===== src/rtl/sh7604_ext_bus_bridge.sv =====
// sh7604_ext_bus_bridge
//   Bridges SH7604 CS0..3_N external bus cycles onto a single-request memory
//   handshake. Drives WAIT_N and read data back to the CPU. Enforces a
//   programmable WAIT_N floor (MIN_WAIT) and a bus-timeout watchdog (TIMEOUT).
//   Optional feature macro: SH7604_BRIDGE_POST_WR_EN
//   (posted writes through a one-entry buffer).
module sh7604_ext_bus_bridge #(
  parameter int unsigned MIN_WAIT = 2,
  parameter int unsigned TIMEOUT  = 255,
  parameter logic [3:0]  CS_MASK  = 4'hF
) (
  input  logic        CLK,
  input  logic        RST,
  input  logic        CE_R,
  input  logic [26:0] A,
  input  logic [31:0] DO,
  input  logic        BS_N,
  input  logic [3:0]  CS_N,
  input  logic        RD_WR_N,
  input  logic [3:0]  WE_N,
  output logic [31:0] DI,
  output logic        WAIT_N,
  output logic [26:0] MEM_A,
  output logic [1:0]  MEM_CS,
  output logic [31:0] MEM_DO,
  output logic [3:0]  MEM_BE,
  output logic        MEM_WR,
  output logic        MEM_REQ,
  input  logic        MEM_ACK,
  input  logic [31:0] MEM_DI,
  output logic        TO_FLAG
);

  localparam logic [3:0] MIN_WAIT_C = 4'(MIN_WAIT);
  localparam logic [7:0] TIMEOUT_C  = 8'(TIMEOUT);

  typedef enum logic [2:0] {
    S_IDLE,
    S_ISSUE,
    S_PEND,
    S_HOLD,
    S_END
  } state_t;

  state_t      state_q, state_d;
  logic [31:0] di_q, di_d;
  logic        wait_n_q, wait_n_d;
  logic [26:0] mem_a_q, mem_a_d;
  logic [1:0]  mem_cs_q, mem_cs_d;
  logic [31:0] mem_do_q, mem_do_d;
  logic [3:0]  mem_be_q, mem_be_d;
  logic        mem_wr_q, mem_wr_d;
  logic        mem_req_q, mem_req_d;
  logic        to_flag_q, to_flag_d;
  logic [3:0]  wc_q, wc_d;
  logic [7:0]  tc_q, tc_d;

`ifdef SH7604_BRIDGE_POST_WR_EN
  // CPU-side capture of the accepted access; moved into MEM_* once the
  // posted-write buffer (the MEM_* registers themselves) is free.
  logic [26:0] acc_a_q, acc_a_d;
  logic [1:0]  acc_cs_q, acc_cs_d;
  logic [31:0] acc_do_q, acc_do_d;
  logic [3:0]  acc_be_q, acc_be_d;
  logic        acc_wr_q, acc_wr_d;
  logic        posted_q, posted_d;
`endif

  logic [3:0] cs_hit;
  logic [1:0] cs_idx;
  logic       accept;
  logic       ack_fire;
  logic [3:0] wc_inc;
  logic [7:0] tc_inc;

  // Served chip-select decode with lowest-index priority and start detect
  always_comb begin
    cs_hit = ~CS_N & CS_MASK;
    cs_idx = 2'd3;
    if (cs_hit[0])      cs_idx = 2'd0;
    else if (cs_hit[1]) cs_idx = 2'd1;
    else if (cs_hit[2]) cs_idx = 2'd2;
    accept = CE_R && !BS_N && (cs_hit != 4'h0);
    wc_inc = (wc_q == 4'hF) ? wc_q : wc_q + 4'd1;
    tc_inc = (tc_q == 8'hFF) ? tc_q : tc_q + 8'd1;
`ifdef SH7604_BRIDGE_POST_WR_EN
    ack_fire = MEM_ACK && mem_req_q && ((state_q == S_PEND) || posted_q);
`else
    ack_fire = MEM_ACK && mem_req_q && (state_q == S_PEND);
`endif
  end

  // Next-state and registered-output computation for the bus FSM
  always_comb begin
    state_d   = state_q;
    di_d      = di_q;
    wait_n_d  = wait_n_q;
    mem_a_d   = mem_a_q;
    mem_cs_d  = mem_cs_q;
    mem_do_d  = mem_do_q;
    mem_be_d  = mem_be_q;
    mem_wr_d  = mem_wr_q;
    mem_req_d = mem_req_q;
    to_flag_d = to_flag_q;
    wc_d      = wc_q;
    tc_d      = tc_q;
`ifdef SH7604_BRIDGE_POST_WR_EN
    acc_a_d   = acc_a_q;
    acc_cs_d  = acc_cs_q;
    acc_do_d  = acc_do_q;
    acc_be_d  = acc_be_q;
    acc_wr_d  = acc_wr_q;
    posted_d  = posted_q;
`endif

    unique case (state_q)
      S_IDLE, S_END: begin
        if (accept) begin
`ifdef SH7604_BRIDGE_POST_WR_EN
          acc_a_d  = A;
          acc_cs_d = cs_idx;
          acc_do_d = DO;
          acc_be_d = RD_WR_N ? 4'hF : ~WE_N;
          acc_wr_d = !RD_WR_N;
`else
          mem_a_d  = A;
          mem_cs_d = cs_idx;
          mem_do_d = DO;
          mem_be_d = RD_WR_N ? 4'hF : ~WE_N;
          mem_wr_d = !RD_WR_N;
`endif
          wait_n_d = 1'b0;
          state_d  = S_ISSUE;
        end else if ((state_q == S_END) && CE_R && (CS_N == 4'hF)) begin
          state_d = S_IDLE;
        end
      end

      S_ISSUE: begin
`ifdef SH7604_BRIDGE_POST_WR_EN
        // Stall here (WAIT_N still low) while a posted write drains.
        if (!mem_req_q) begin
          mem_a_d   = acc_a_q;
          mem_cs_d  = acc_cs_q;
          mem_do_d  = acc_do_q;
          mem_be_d  = acc_be_q;
          mem_wr_d  = acc_wr_q;
          mem_req_d = 1'b1;
          wc_d      = '0;
          tc_d      = '0;
          if (acc_wr_q) begin
            posted_d = 1'b1;
            state_d  = S_HOLD;
          end else begin
            state_d  = S_PEND;
          end
        end
`else
        mem_req_d = 1'b1;
        wc_d      = '0;
        tc_d      = '0;
        state_d   = S_PEND;
`endif
      end

      S_PEND: begin
        if (CE_R) begin
          wc_d = wc_inc;
          tc_d = tc_inc;
        end
        // Ack has priority over a timeout landing in the same clock.
        if (ack_fire) begin
          mem_req_d = 1'b0;
          if (!mem_wr_q) di_d = MEM_DI;
          state_d = S_HOLD;
        end else if (CE_R && (tc_inc == TIMEOUT_C)) begin
          mem_req_d = 1'b0;
          di_d      = 32'hFFFF_FFFF;
          to_flag_d = 1'b1;
          state_d   = S_HOLD;
        end
      end

      S_HOLD: begin
        // The floor counts the current CE_R, so an immediate ack with
        // MIN_WAIT=N yields N+1 low WAIT_N samples.
        if (CE_R) begin
          wc_d = wc_inc;
          if (wc_inc >= MIN_WAIT_C) begin
            wait_n_d = 1'b1;
            state_d  = S_END;
          end
        end
      end

      default: state_d = S_IDLE;
    endcase

`ifdef SH7604_BRIDGE_POST_WR_EN
    // Background drain of a posted write, with its own watchdog.
    if (posted_q && mem_req_q) begin
      if (CE_R) tc_d = tc_inc;
      if (MEM_ACK) begin
        mem_req_d = 1'b0;
        posted_d  = 1'b0;
      end else if (CE_R && (tc_inc == TIMEOUT_C)) begin
        mem_req_d = 1'b0;
        posted_d  = 1'b0;
        to_flag_d = 1'b1;
      end
    end
`endif
  end

  // State and output registers with synchronous reset
  always_ff @(posedge CLK) begin
    if (RST) begin
      state_q   <= S_IDLE;
      di_q      <= '0;
      wait_n_q  <= 1'b1;
      mem_a_q   <= '0;
      mem_cs_q  <= '0;
      mem_do_q  <= '0;
      mem_be_q  <= '0;
      mem_wr_q  <= 1'b0;
      mem_req_q <= 1'b0;
      to_flag_q <= 1'b0;
      wc_q      <= '0;
      tc_q      <= '0;
`ifdef SH7604_BRIDGE_POST_WR_EN
      acc_a_q   <= '0;
      acc_cs_q  <= '0;
      acc_do_q  <= '0;
      acc_be_q  <= '0;
      acc_wr_q  <= 1'b0;
      posted_q  <= 1'b0;
`endif
    end else begin
      state_q   <= state_d;
      di_q      <= di_d;
      wait_n_q  <= wait_n_d;
      mem_a_q   <= mem_a_d;
      mem_cs_q  <= mem_cs_d;
      mem_do_q  <= mem_do_d;
      mem_be_q  <= mem_be_d;
      mem_wr_q  <= mem_wr_d;
      mem_req_q <= mem_req_d;
      to_flag_q <= to_flag_d;
      wc_q      <= wc_d;
      tc_q      <= tc_d;
`ifdef SH7604_BRIDGE_POST_WR_EN
      acc_a_q   <= acc_a_d;
      acc_cs_q  <= acc_cs_d;
      acc_do_q  <= acc_do_d;
      acc_be_q  <= acc_be_d;
      acc_wr_q  <= acc_wr_d;
      posted_q  <= posted_d;
`endif
    end
  end

  assign DI      = di_q;
  assign WAIT_N  = wait_n_q;
  assign MEM_A   = mem_a_q;
  assign MEM_CS  = mem_cs_q;
  assign MEM_DO  = mem_do_q;
  assign MEM_BE  = mem_be_q;
  assign MEM_WR  = mem_wr_q;
  assign MEM_REQ = mem_req_q;
  assign TO_FLAG = to_flag_q;

endmodule

===== config.mk =====
export PLATFORM = sky130hd
export DESIGN_NAME = sh7604_ext_bus_bridge
export DESIGN_NICKNAME = d
export VERILOG_FILES = /design/src/rtl/sh7604_ext_bus_bridge.sv
export SDC_FILE = /design/constraint.sdc
export NUM_CORES = 1
export LEC_CHECK = 0
export ABC_AREA = 0
export BUFFER_PORTS_ARGS = -buffer_cell sky130_fd_sc_hd__buf_2
export CORE_ASPECT_RATIO = 0.75
export CORE_UTILIZATION = 46
export DETAILED_ROUTE_END_ITERATION = 7
export GPL_ROUTABILITY_DRIVEN = 0
export GPL_TIMING_DRIVEN = 0
export PLACE_DENSITY = 0.83
export SKIP_LAST_GASP = 1
export SYNTH_ARGS = -nofsm -noshare
export SYNTH_HDL_FRONTEND = slang
export SYNTH_SLANG_ARGS = --single-unit
export TNS_END_PERCENT = 5

===== constraint.sdc =====
create_clock -name CLK -period 2.5 [get_ports CLK]
set_clock_uncertainty 0.2 [all_clocks]
set_input_delay 0.25 -clock CLK [delete_from_list [all_inputs] [get_ports CLK]]
set_output_delay 0.25 -clock CLK [all_outputs]
set_load 0.05 [all_outputs]

* Word level (Yosys, flattened, before mapping)
Cells that the tools add are included.
** Operators by class
- Bitwise gates (word level) :: 3
- Reduce and logical (&&, ||, !) cells :: 25
- Div/mod/pow operators :: 0
- Shifts and indexed selects :: 0
- Muxes and demuxes :: 27
- Add/sub/neg operators :: 2
- Eq/ne operators :: 16
- $lt $le $gt $ge :: 1
- $mul :: 0
** Operators by type and width (number)
- 2-to-1 mux 32 bit :: 3
- 2-to-1 mux 3 bit :: 6
- equality test 8 bit (second input constant) :: 2
- 2-to-1 mux 8 bit :: 2
- case mux 8 bit (2 select lines) :: 1
- 2-to-1 mux 4 bit :: 3
- case mux 3 bit (4 select lines) :: 1
- != test 2 bit (second input constant) :: 5
- adder 8 x 1 -> 8 bit (second input constant) :: 1
- equality test 4 bit (second input constant) :: 2
- NOT 4 bit :: 2
- case mux 4 bit (2 select lines) :: 1
- AND reduction 2 bit :: 4
- AND reduction 4 bit :: 2
- nonzero test 2 bit :: 4
- logical AND 1 bit :: 7
- equality test 3 x 2 -> 1 bit (second input constant) :: 2
- 2-to-1 mux 1 bit :: 6
- AND reduction 3 bit :: 2
- adder 4 x 1 -> 4 bit (second input constant) :: 1
- greater-or-equal comparator 4 x 2 -> 1 bit (second input constant) :: 1
- 2-to-1 mux 2 bit :: 2
- case mux 1 bit (2 select lines) :: 2
- nonzero test 4 bit :: 1
- other kinds (9) :: 11
** Word-level totals
- Bits in latches :: 0
- Register bits after elaboration :: 116
- Output and inout port bits :: 101
- Input bits :: 105
- Logic and storage cells :: 86
- Memories kept :: 0
- ROM bits :: 0
- Memory bits (writable) :: 0

* Longest topological paths before layout
- Depth after elaboration :: 7
- Depth in mapped cells :: 8
- Gate-level depth less buffers :: 6

* Least setup slack after synthesis
OpenSTA, ideal clock, no wires.
- Path type :: register -> register
- From :: register tc_q[0]
- To :: register di_q[11] (netlist: DI[11])
- Slack :: 0.421 ns
- Cell stages (with the launch flop) :: 8
- Arrival time :: 1.819 ns
- Cells stage by stage :: dfxtp_1 -> ha_1 -> nand3_4 -> a211oi_2 -> o211ai_2 -> o41ai_4 -> buf_6 -> o221a_2
** Between the ends
- Word-level cells in the longest chain between the ends :: 6
** Ends and longest elaborated chain
- start, declared :: RTL line 56 : logic [7:0] tc_q, tc_d;
- start signal, assigned :: RTL line 250 : tc_q <= tc_d;
- adder 8 x 1 -> 8 bit / equality test 8 bit (equally long branches) :: RTL line 85 : tc_inc = (tc_q == 8'hFF) ? tc_q : tc_q + 8'd1;
- 2-to-1 mux 8 bit * :: RTL line 85
- equality test 8 bit * :: RTL line 176 : end else if (CE_R && (tc_inc == TIMEOUT_C)) begin
- logical AND 1 bit * :: RTL line 176
- nonzero test 2 bit (no source line) *
- AND reduction 3 bit (no source line) *
- end signal, assigned :: RTL line 240 : di_q <= di_d;
- end, declared :: RTL line 46 : logic [31:0] di_q, di_d;
Mark *: on every way between the ends. The rest lies on a longest branch, timed or not.
A chain may end at the register's enable or synchronous reset.

* Worst setup path after layout
- From :: input port CS_N[1]
- To :: register mem_cs_q[0] (netlist: MEM_CS[0])
** Between the ends
- Word-level cells in the longest chain between the ends :: 4
** Ends and longest elaborated chain
- start, declared :: RTL line 18 : input logic [3:0] CS_N,
- NOT 4 bit * :: RTL line 78 : cs_hit = ~CS_N & CS_MASK;
- nonzero test 4 bit :: RTL line 83 : accept = CE_R && !BS_N && (cs_hit != 4'h0);
- logical AND 1 bit :: RTL line 83
- AND reduction 2 bit (no source line)
- end signal, assigned :: RTL line 243 : mem_cs_q <= mem_cs_d;
- end, declared :: RTL line 49 : logic [1:0] mem_cs_q, mem_cs_d;
Marks and branches as above.

==> qor.txt <==
Status = complete, no violations
Register-to-register path setup slack = 0.05 ns
Cell taking the most area after synthesis = dfxtp_1
Core Area = 9196 µm²
Layout filler cell count = 536
TritonRoute pass-1 iters = 7
Max Clk Rate = 407.2 MHz
Clock slew at reported path FFs = 0.06 ns
Max-cap violations = 0
Area share of the largest cell type after synthesis = 52.22%
Net count after synthesis = 603
DRT antenna net count = 0
Post-synth EDFFs = 0
Area after DPL = 5628 µm²
Post-synth design cell area = 4447 µm²
Htree depth = 4
Area Overhead vs Synth = 61.99%
CP arrival = 2.59 ns
Global Route Usage Sum = 31.70%
# diodes = 0
I/O Buffers = 204
1st-iter DRT viols = 355
Multiplexer area fraction after synthesis = 0.6753%
Mean Syn Cell Area = 8.965 µm²
Slew headroom = 48.92%
Clk buf depth = 2
WL per Instance = 16.75 µm
Fin area = 7203 µm²
HP Class = in2reg
Critical Path RT = 2.64 ns
Leak = 3.233 nW
Final Hold Vio Count = 0
Prevailing post-synth register cell = dfxtp_1
Peak supply drop = 561.8 µV
Post-Synth Adder-Cell Area = 0.5627%
Max-slew violations = 0
Yosys reg bits = 116
Later-pin clock latency in the skew report = 0.41 ns
Layout cell share with drive strength beyond 1 = 33.45%
Initial Util = 48.35%
HPWL Detailed = 9366 µm
NumNets Final = 925
Synth top cells by count = nand2_1 (135), dfxtp_1 (116), a21oi_1 (69)
Rows = 30
Mapped Cells = 496
Synth Area in Compound Gates = 22.12%
CTS root buffer = clkbuf_16
Count leader, synth = nand2_1
Clk sinks = 116
Synth Area in Simple Gates = 19.75%
Pin count of the biggest net entering global routing = 17
FFs w/ async S/R, synth = 0%
Power Density = 830.9 nW/µm²
Top-level I/O count = 206
Worst Setup Start Kind = input pin
Distinct cell type count after synthesis = 51
Vias in the first global route = 5158
Via/cell ratio = 5.393
Synth Warn # = 0
Drt drc = 0
GRT overflow = 0
Synth area leaders = dfxtp_1 (52%), nand2_1 (11%), a21oi_1 (7.8%), o221a_2 (4.8%), o221a_1 (3.5%)
CP max FO = 10
Die width = 115.5 µm
CTS tree = done
TNS Setup = 0 ns
Worst hold slack = 0.06200 ns
R2R Path Start = state_q[0]
Vias = 5172
Post-CTS Setup Bufs = 0
Period minus WS final = 2.456 ns
Final setup vio count = 0
Main combinational cell family by area after synthesis = compound AO/OA/AOI/OAI gates
Detailed Route WL = 16070 µm
Die H = 87.15 µm
XOR/XNOR share of the synthesized area = 0.3939%
Initial antenna violation count = 0
Setup crit end kind = flop
CP startpoint = CS_N[1]
Slew @ Worst Pin = 0.7616 ns
CTS Buf Count = 17
HP Start = WE_N[2]
Die area = 10070 µm²
First-pass GRT wire length = 24540 µm
WS Path Type = in2reg
Sequential share of the synthesized area = 52.22%
Final worst-path cycle share = 98.23%
RSZ-0062 raised after global routing = true
-- cell usage in the layout, fill, tap and decap left out, types with 2 or more instances in the layout --
cell           count
buf_2            214
nand2_1          135
dfxtp_1          116
dlygate4sd3_1     99
a21oi_1           69
clkbuf_1          24
o221a_2           19
nor2_1            18
clkbuf_16         17
o221a_1           14
nor3_1             8
a211oi_1           8
o21ai_0            7
nand4_1            5
nand2b_1           5
nand3_1            5
nor3b_1            4
clkinv_4           4
buf_6              3
mux2i_1            3
a311oi_1           3
clkinvlp_4         3
inv_6              3
clkbuf_2           2
and2b_1            2
or3_1              2
inv_1              2
o211a_1            2
and2_1             2
nor4_1             2
ha_1               2
bufinv_16          2
clkinv_2           2
-- stage by stage --
| stage | total power, mW | util [%] | worst slack [ns] | cells |
|---|---|---|---|---|
| 2_1_floorplan | 3.082 | - | 0.4210 | 496 |
| 6_report | 5.985 | 78.33 | 0.04424 | 959 |
| 3_3_place_gp | 3.409 | 61.20 | 0.2401 | 828 |
| 5_1_grt | 6.209 | 78.33 | -0.07062 | 959 |
| 3_5_place_dp | 3.449 | 61.20 | 0.1009 | 828 |
| 4_1_cts | 5.942 | 78.31 | 0.06348 | 959 |
-- routing by layer --
metal / GRT usage (%) / routed length, µm / vias to the layer above
li1: - / - / 2401
met1: 34.41 / 6158 / 2418
met2: 54.60 / 7852 / 291
met3: 11.69 / 1515 / 62
met4: 15.94 / 540 / 0
met5: 0 / 0 / -
-- worst paths after layout --
path                                   end  cells after the start
worst max-delay path             MEM_CS[0]                      9
worst min-delay path             MEM_BE[2]                      3
worst max register to register   MEM_CS[0]                      8
worst min register to register  MEM_DO[28]                      2
-- cell families after synthesis --
| logic type | after synthesis |
|---|---|
| XOR/XNOR | 2 |
| adder cells (fa/ha/maj) | 2 |
| flip-flops | 116 |
| AND/OR/NAND/NOR | 198 |
| buffers and inverters | 41 |
| multiplexers | 3 |
| AO/OA/AOI/OAI | 134 |
-- flip-flops by register name, indices dropped and copies added (netlist names) --
name / cells
DI: 32
MEM_A: 27
MEM_BE: 4
MEM_CS: 2
MEM_DO: 32
MEM_REQ: 1
MEM_WR: 1
TO_FLAG: 1
WAIT_N: 1
state_q: 3
tc_q: 8
wc_q: 4
-- cell type report --
type                       count  area [µm²]  share of cell area (%)
clock inverter                14       153.9                   2.137
buffer                        38       180.2                   2.501
inverter                       3       11.26                  0.1563
timing repair buffer         303        2012                   27.93
multi-input combinational    339        1934                   26.85
clock buffer                  18       429.2                   5.958
sequential                   116        2322                   32.24
tap                          128       160.2                   2.223
-- where the power goes --
part           switching, mW  total [mW]  internal (mW)  leakage (nW)
sequential            0.0956        2.10           2.01         0.942
clock                  0.912        2.39           1.48         0.277
combinational           1.03        1.49          0.468          2.01
total                   2.03        5.98           3.95          3.23
-- what timing repair did --
action,CTS,global route
setup endpoints to repair,0,59
hold buffers,99,0
resized for setup,0,2
hold endpoints to repair,98,0
-- worst max-delay path, stage by stage --
cell           delay, ns
dlygate4sd3_1       0.55
buf_2               0.15
nand4_1             0.17
and4b_1             0.21
clkbuf_1            0.18
buf_2               0.25
nand3_1             0.10
dlygate4sd3_1       0.58
a21oi_1             0.15
Power figures use the tool's default switching activity.
